--- config.mk ---
export PLATFORM = sky130hd
export DESIGN_NAME = dout_change_logger
export DESIGN_NICKNAME = d
export VERILOG_FILES = /design/src/rtl/dout_change_logger.sv
export SDC_FILE = /design/constraint.sdc
export NUM_CORES = 1
export LEC_CHECK = 0
export ABC_AREA = 1
export CAP_MARGIN = 0
export CORE_MARGIN = 5
export CORE_UTILIZATION = 33
export DETAILED_ROUTE_END_ITERATION = 16
export HOLD_SLACK_MARGIN = 0.1
export SYNTH_ARGS = -nofsm -noshare
export SYNTH_HDL_FRONTEND = slang
export SYNTH_SLANG_ARGS = --single-unit
--- constraint.sdc ---
create_clock -name clk -period 2.4 [get_ports clk]
set_input_delay 0.24 -clock clk [delete_from_list [all_inputs] [get_ports clk]]
set_output_delay 0.24 -clock clk [all_outputs]
set_load 0.02 [all_outputs]
--- src/rtl/dout_change_logger.sv ---
// -----------------------------------------------------------------------------
// dout_change_logger
//
// Purpose:
//   Watches the 5-state output sequencer's dout1/dout0 pair and logs every
//   change of the combined 4-bit code {dout1,dout0}. Each change produces a
//   record {prev_code, new_code, dwell}, where dwell is the number of edges the
//   previous code was sampled (saturating). Records are queued in a show-ahead
//   FIFO that a trace consumer drains over a valid/ready handshake.
//
// Ports:
//   clk        in   1        clock, rising edge
//   rst_n      in   1        asynchronous active-low reset
//   dout0      in   2        sequencer output 0 (low half of code)
//   dout1      in   2        sequencer output 1 (high half of code)
//   log_en     in   1        1: changes are pushed, 0: tracked only
//   rec_ready  in   1        consumer accepts rec_data this cycle
//   rec_valid  out  1        FIFO non-empty, rec_data holds the head record
//   rec_data   out  8+CW     {prev_code, new_code, dwell} at FIFO head
//   level      out  AW+1     records currently held, 0..DEPTH
//   ovf        out  1        sticky flag: a record was dropped on a full FIFO
//   ovf_clr    in   1        synchronous clear of ovf
// -----------------------------------------------------------------------------
module dout_change_logger #(
  parameter int CW    = 8,
  parameter int DEPTH = 8,
  parameter int AW    = 3
) (
  input  logic             clk,
  input  logic             rst_n,
  input  logic [1:0]       dout0,
  input  logic [1:0]       dout1,
  input  logic             log_en,
  input  logic             rec_ready,
  output logic             rec_valid,
  output logic [8+CW-1:0]  rec_data,
  output logic [AW:0]      level,
  output logic             ovf,
  input  logic             ovf_clr
);

  localparam int            RW         = 8 + CW;
  localparam logic [AW:0]   FULL_LEVEL = (AW+1)'(DEPTH);
  localparam logic [CW-1:0] HOLD_MAX   = '1;

  logic [3:0]    in_code;
  logic [3:0]    prev;
  logic [CW-1:0] hold;
  logic          chg;

  logic [RW-1:0] mem [DEPTH];
  logic [AW-1:0] wr_ptr;
  logic [AW-1:0] rd_ptr;
  logic [RW-1:0] new_rec;

  logic push_req;
  logic full;
  logic do_pop;
  logic do_push;
  logic drop;

  assign in_code = {dout1, dout0};
  assign chg     = (in_code != prev);
  assign new_rec = {prev, in_code, hold};

  assign full      = (level == FULL_LEVEL);
  assign rec_valid = (level != '0);
  assign rec_data  = mem[rd_ptr];

  // A push into a full FIFO still succeeds when the head is leaving on the
  // same edge; only a push with no room and no pop is dropped.
  assign push_req = chg && log_en;
  assign do_pop   = rec_valid && rec_ready;
  assign do_push  = push_req && (!full || do_pop);
  assign drop     = push_req && full && !do_pop;

  // Change tracker. The change edge itself counts as the first sample of the
  // new code, so hold restarts at 1 rather than 0.
  always_ff @(posedge clk or negedge rst_n) begin
    if (!rst_n) begin
      prev <= 4'h0;
      hold <= '0;
    end else begin
      prev <= in_code;
      if (chg) begin
        hold <= CW'(1);
      end else if (hold != HOLD_MAX) begin
        hold <= hold + CW'(1);
      end
    end
  end

  // Record storage has no reset; its contents are only observed while
  // rec_valid is high.
  always_ff @(posedge clk) begin
    if (do_push) begin
      mem[wr_ptr] <= new_rec;
    end
  end

  // Pointers wrap naturally at DEPTH because DEPTH is a power of two.
  always_ff @(posedge clk or negedge rst_n) begin
    if (!rst_n) begin
      wr_ptr <= '0;
      rd_ptr <= '0;
      level  <= '0;
    end else begin
      if (do_push) begin
        wr_ptr <= wr_ptr + AW'(1);
      end
      if (do_pop) begin
        rd_ptr <= rd_ptr + AW'(1);
      end
      case ({do_push, do_pop})
        2'b10:   level <= level + (AW+1)'(1);
        2'b01:   level <= level - (AW+1)'(1);
        default: level <= level;
      endcase
    end
  end

  // Sticky overflow flag; a drop on the same edge as ovf_clr keeps it set.
  always_ff @(posedge clk or negedge rst_n) begin
    if (!rst_n) begin
      ovf <= 1'b0;
    end else if (drop) begin
      ovf <= 1'b1;
    end else if (ovf_clr) begin
      ovf <= 1'b0;
    end
  end

endmodule

==> metrics.md <==
| Metric | Value |
|---|---|
| First-pass GRT wire length | 21,800 um |
| Setup crit end kind | output port |
| Final period utilization | 93.3% |
| Synth unique cells | 32 |
| Crit path kind | flip-flop to output port |
| Critical path's largest stage delay | 420 ps |
| Final TNS setup | 0 ps |
| Crit path DAT | 2000 ps |
| Share of cells above drive strength 1 | 17.4% |
| Remaining antenna violation count | 0 |
| Total Routing Usage GR | 13.1% |
| RR Endpoint | mem[4][14] |
| Setup repair bufs after CTS | 0 |
| Fillcell total | 1,747 |
| Mapped Cells | 521 |
| Register area share after synthesis | 71.1% |
| Pre-CTS setup slack | 42.6 ps |
| # clock sinks | 151 |
| Initial Util | 33.3% |
| Req. time, crit path | 2160 ps |
| Site Rows | 50 |
| Yosys warnings | 0 |
| Root Driver | clkbuf_16 |
| Worst vdd rail ir drop | 0.593 mV |
| Slew @ Worst Pin | 858 ps |
| Tightest Hold Check Type | input port to asynchronous set/reset pin |
| Final Util | 40.8% |
| # port buffers | 30 |
| Grt total ovfl | 0 |
| P per Cell Area | 1240 nW/um^2 |
| Total Wirelength | 13,800 um |
| Clock Path Buffers | 2 |
| Detail Placement HPWL | 9240 um |
| Outcome | finished, final reports clean |
| RSZ-0062 raised after global routing | false |
| Final min period | 2240 ps |
| Pleak | 2.83 nW |
| Pin count of the biggest net entering global routing | 36 |
| DR pass1 iterations | 4 |
| Die Y-Extent | 147 um |
| Clk slew on worst S/H paths | 60 ps |
| Initial antenna violation count | 0 |
| Via density | 4.90 |
| Synthesized flop and latch total | 151 |
| Total power | 9.46 mW |
| FF-to-FF Start | prev[2] |
| Headroom to the max-slew limit | 42.6% |
| Full die area | 21,700 sq um |
| Vias in the first global route | 4,065 |
| Largest area contributor in the netlist | edfxtp_1 |
| CTS tree | built |
| Critical Path Start Type | flip-flop |
| Achievable Freq | 0.447 GHz |
| Clk_skew | 5.23 ps |
| Area growth, synth to finish | 22.3% |
| Starting DRT DRC Count | 265 |
| Setup-failing EPs final | 0 |
| RD Place Congestion | 0.817 |
| Reg-to-reg slack, setup | 260 ps |
| CTS H-Tree Depth | 4 |
| DR WL/cell | 16.8 um |
| Drc violations | 0 |
| Nets@finish | 592 |
| CP Max Fanout | 15 |
| Syn avg cell area | 11.9 sq um |
| Post-synth top area share | 61.9% |
| Vias | 4,044 |
| Synth Cell Area | 6210 sq um |
| Top post-synthesis cells by area | edfxtp_1 (62%), dfrtp_1 (9.3%), nor2_1 (7.3%) |
| Crit path cell chain | inv_1, buf_4, o21ai_0, o22ai_1, nor2_1, a31oi_1, dlygate4sd2_1 |
| Ports | 31 |
| Ant. Diodes | 0 |
| Critical-path top delay cell | dfrtp_1 |
| R2R cell count | 10 |
| Post-Syn Nets | 534 |
| Fin worst setup slack | 162 ps |
| # hold bufs at CTS | 0 |
| Clk_lat worst skew | 420 ps |
| Final Hold Viols | 0 |
| Inserted Clock Buffers | 17 |
| CORE AREA | 18,600 sq um |
| Max-capacitance violation count | 0 |
| Die W | 147 um |
| Final-report max-slew violation count | 0 |
cells in the final DEF, fill, tap and decap left out, types with 2 or more instances in the layout:
cell type and instances:
edfxtp_1 128, nor2_1 121, o21ai_0 74, nand2_1 39, inv_1 27, buf_4 24
dfrtp_1 22, a31oi_1 20, clkbuf_16 17, o22ai_1 15, clkdlybuf4s50_1 14, clkbuf_2 11
nand3_1 7, buf_12 7, nor2_2 6, inv_2 6, clkinv_2 6, dlygate4sd2_1 5
nand2_4 4, nand2_2 4, xor2_1 4, ha_1 4, bufinv_16 4, clkinvlp_4 3
o21ai_1 2, nor3_1 2
routing by layer:
layer  share of wire [%]  global-route usage (%)  routed length, um  vias to the layer above
li1                    -                       -                  -                     1950
met1                  46                    17.7               6340                     1978
met2                  48                    21.0               6620                       96
met3                 4.9                    2.90                683                       20
met4                 1.4                    4.71                197                        0
met5                   0                       0                  0                        -
cell usage after synthesis:
library cell	number
edfxtp_1	128
nor2_1	121
o21ai_0	74
nand2_1	39
inv_1	27
dfrtp_1	23
a31oi_1	21
o22ai_1	16
buf_2	10
clkbuf_1	10
nand3_1	7
inv_2	6
nor2_2	6
ha_1	4
nand2_2	4
nand2_4	4
xor2_1	4
nor3_1	2
o21ai_1	2
a21oi_1	1
buf_1	1
buf_4	1
clkbuf_2	1
inv_4	1
nand2_8	1
nand3_4	1
nor2_8	1
nor3_4	1
nor4_1	1
o211ai_1	1
or2_4	1
xnor2_1	1
final cells by class:
cell class	instances	area (sq um)	share of cell area [%]
sequential	151	4420	58.2
multi-input combinational	313	1570	20.7
timing repair buffer	62	574	7.56
clock buffer	17	425	5.60
tap	234	293	3.85
clock inverter	15	185	2.44
inverter	34	130	1.71
through the flow:
stage	instance area (sq um)	cells	hold WS, ps
after floorplan	6210	521	-55.6
after global placement	7030	794	488
after detailed placement	7030	794	513
after CTS	7640	826	323
after global routing	7600	826	339
final	7600	826	314
how the worst max path moves through the flow:
stage,endpoint,depth (start not counted),slack [ps],start
finish,rec_data[11],7,160,rd_ptr[1]
global route,rec_data[11],6,30,rd_ptr[0]
CTS,rec_data[9],7,2,rd_ptr[1]
detailed placement,mem[4][13],12,40,dout1[0]
global placement,mem[2][3],11,80,dout1[0]
floorplan,mem[1][0],9,280,prev[0]
worst max-delay path: cells and delay by family, from the launching register on:
| family | cells | cell delay [ps] |
|---|---|---|
| AO/OA/AOI/OAI | 3 | 360 |
| buffers and inverters | 3 | 760 |
| flip-flops | 1 | 420 |
| AND/OR/NAND/NOR | 1 | 60 |
state kept, by name, indices dropped and copies added (netlist names):
register	flops
hold	8
prev	4
rd_ptr	3
wr_ptr	3
level	4
ovf	1
mem	128
power by group:
group	switching, mW	internal, mW
Combinational	2.19	1.19
Clock	1.01	1.72
Sequential	0.152	3.20
Total	3.35	6.11
logic make-up (layout without fill, tap and decap cells):
| group | Yosys count | count (layout) | synth area share (%) |
|---|---|---|---|
| AO/OA/AOI/OAI | 115 | 115 | 10.0 |
| AND/OR/NAND/NOR | 189 | 189 | 13.6 |
| flip-flops | 151 | 151 | 71.1 |
| buffers and inverters | 57 | 128 | 3.77 |
| adder cells (fa/ha/maj) | 4 | 4 | 0.806 |
| XOR/XNOR | 5 | 5 | 0.705 |
what timing repair did:
item                       4_1_cts  5_1_grt
setup endpoints to repair       16       11
gates resized for setup         21       32
pin swaps                        0        0
Note: power is estimated with default switching activity, not from simulation.
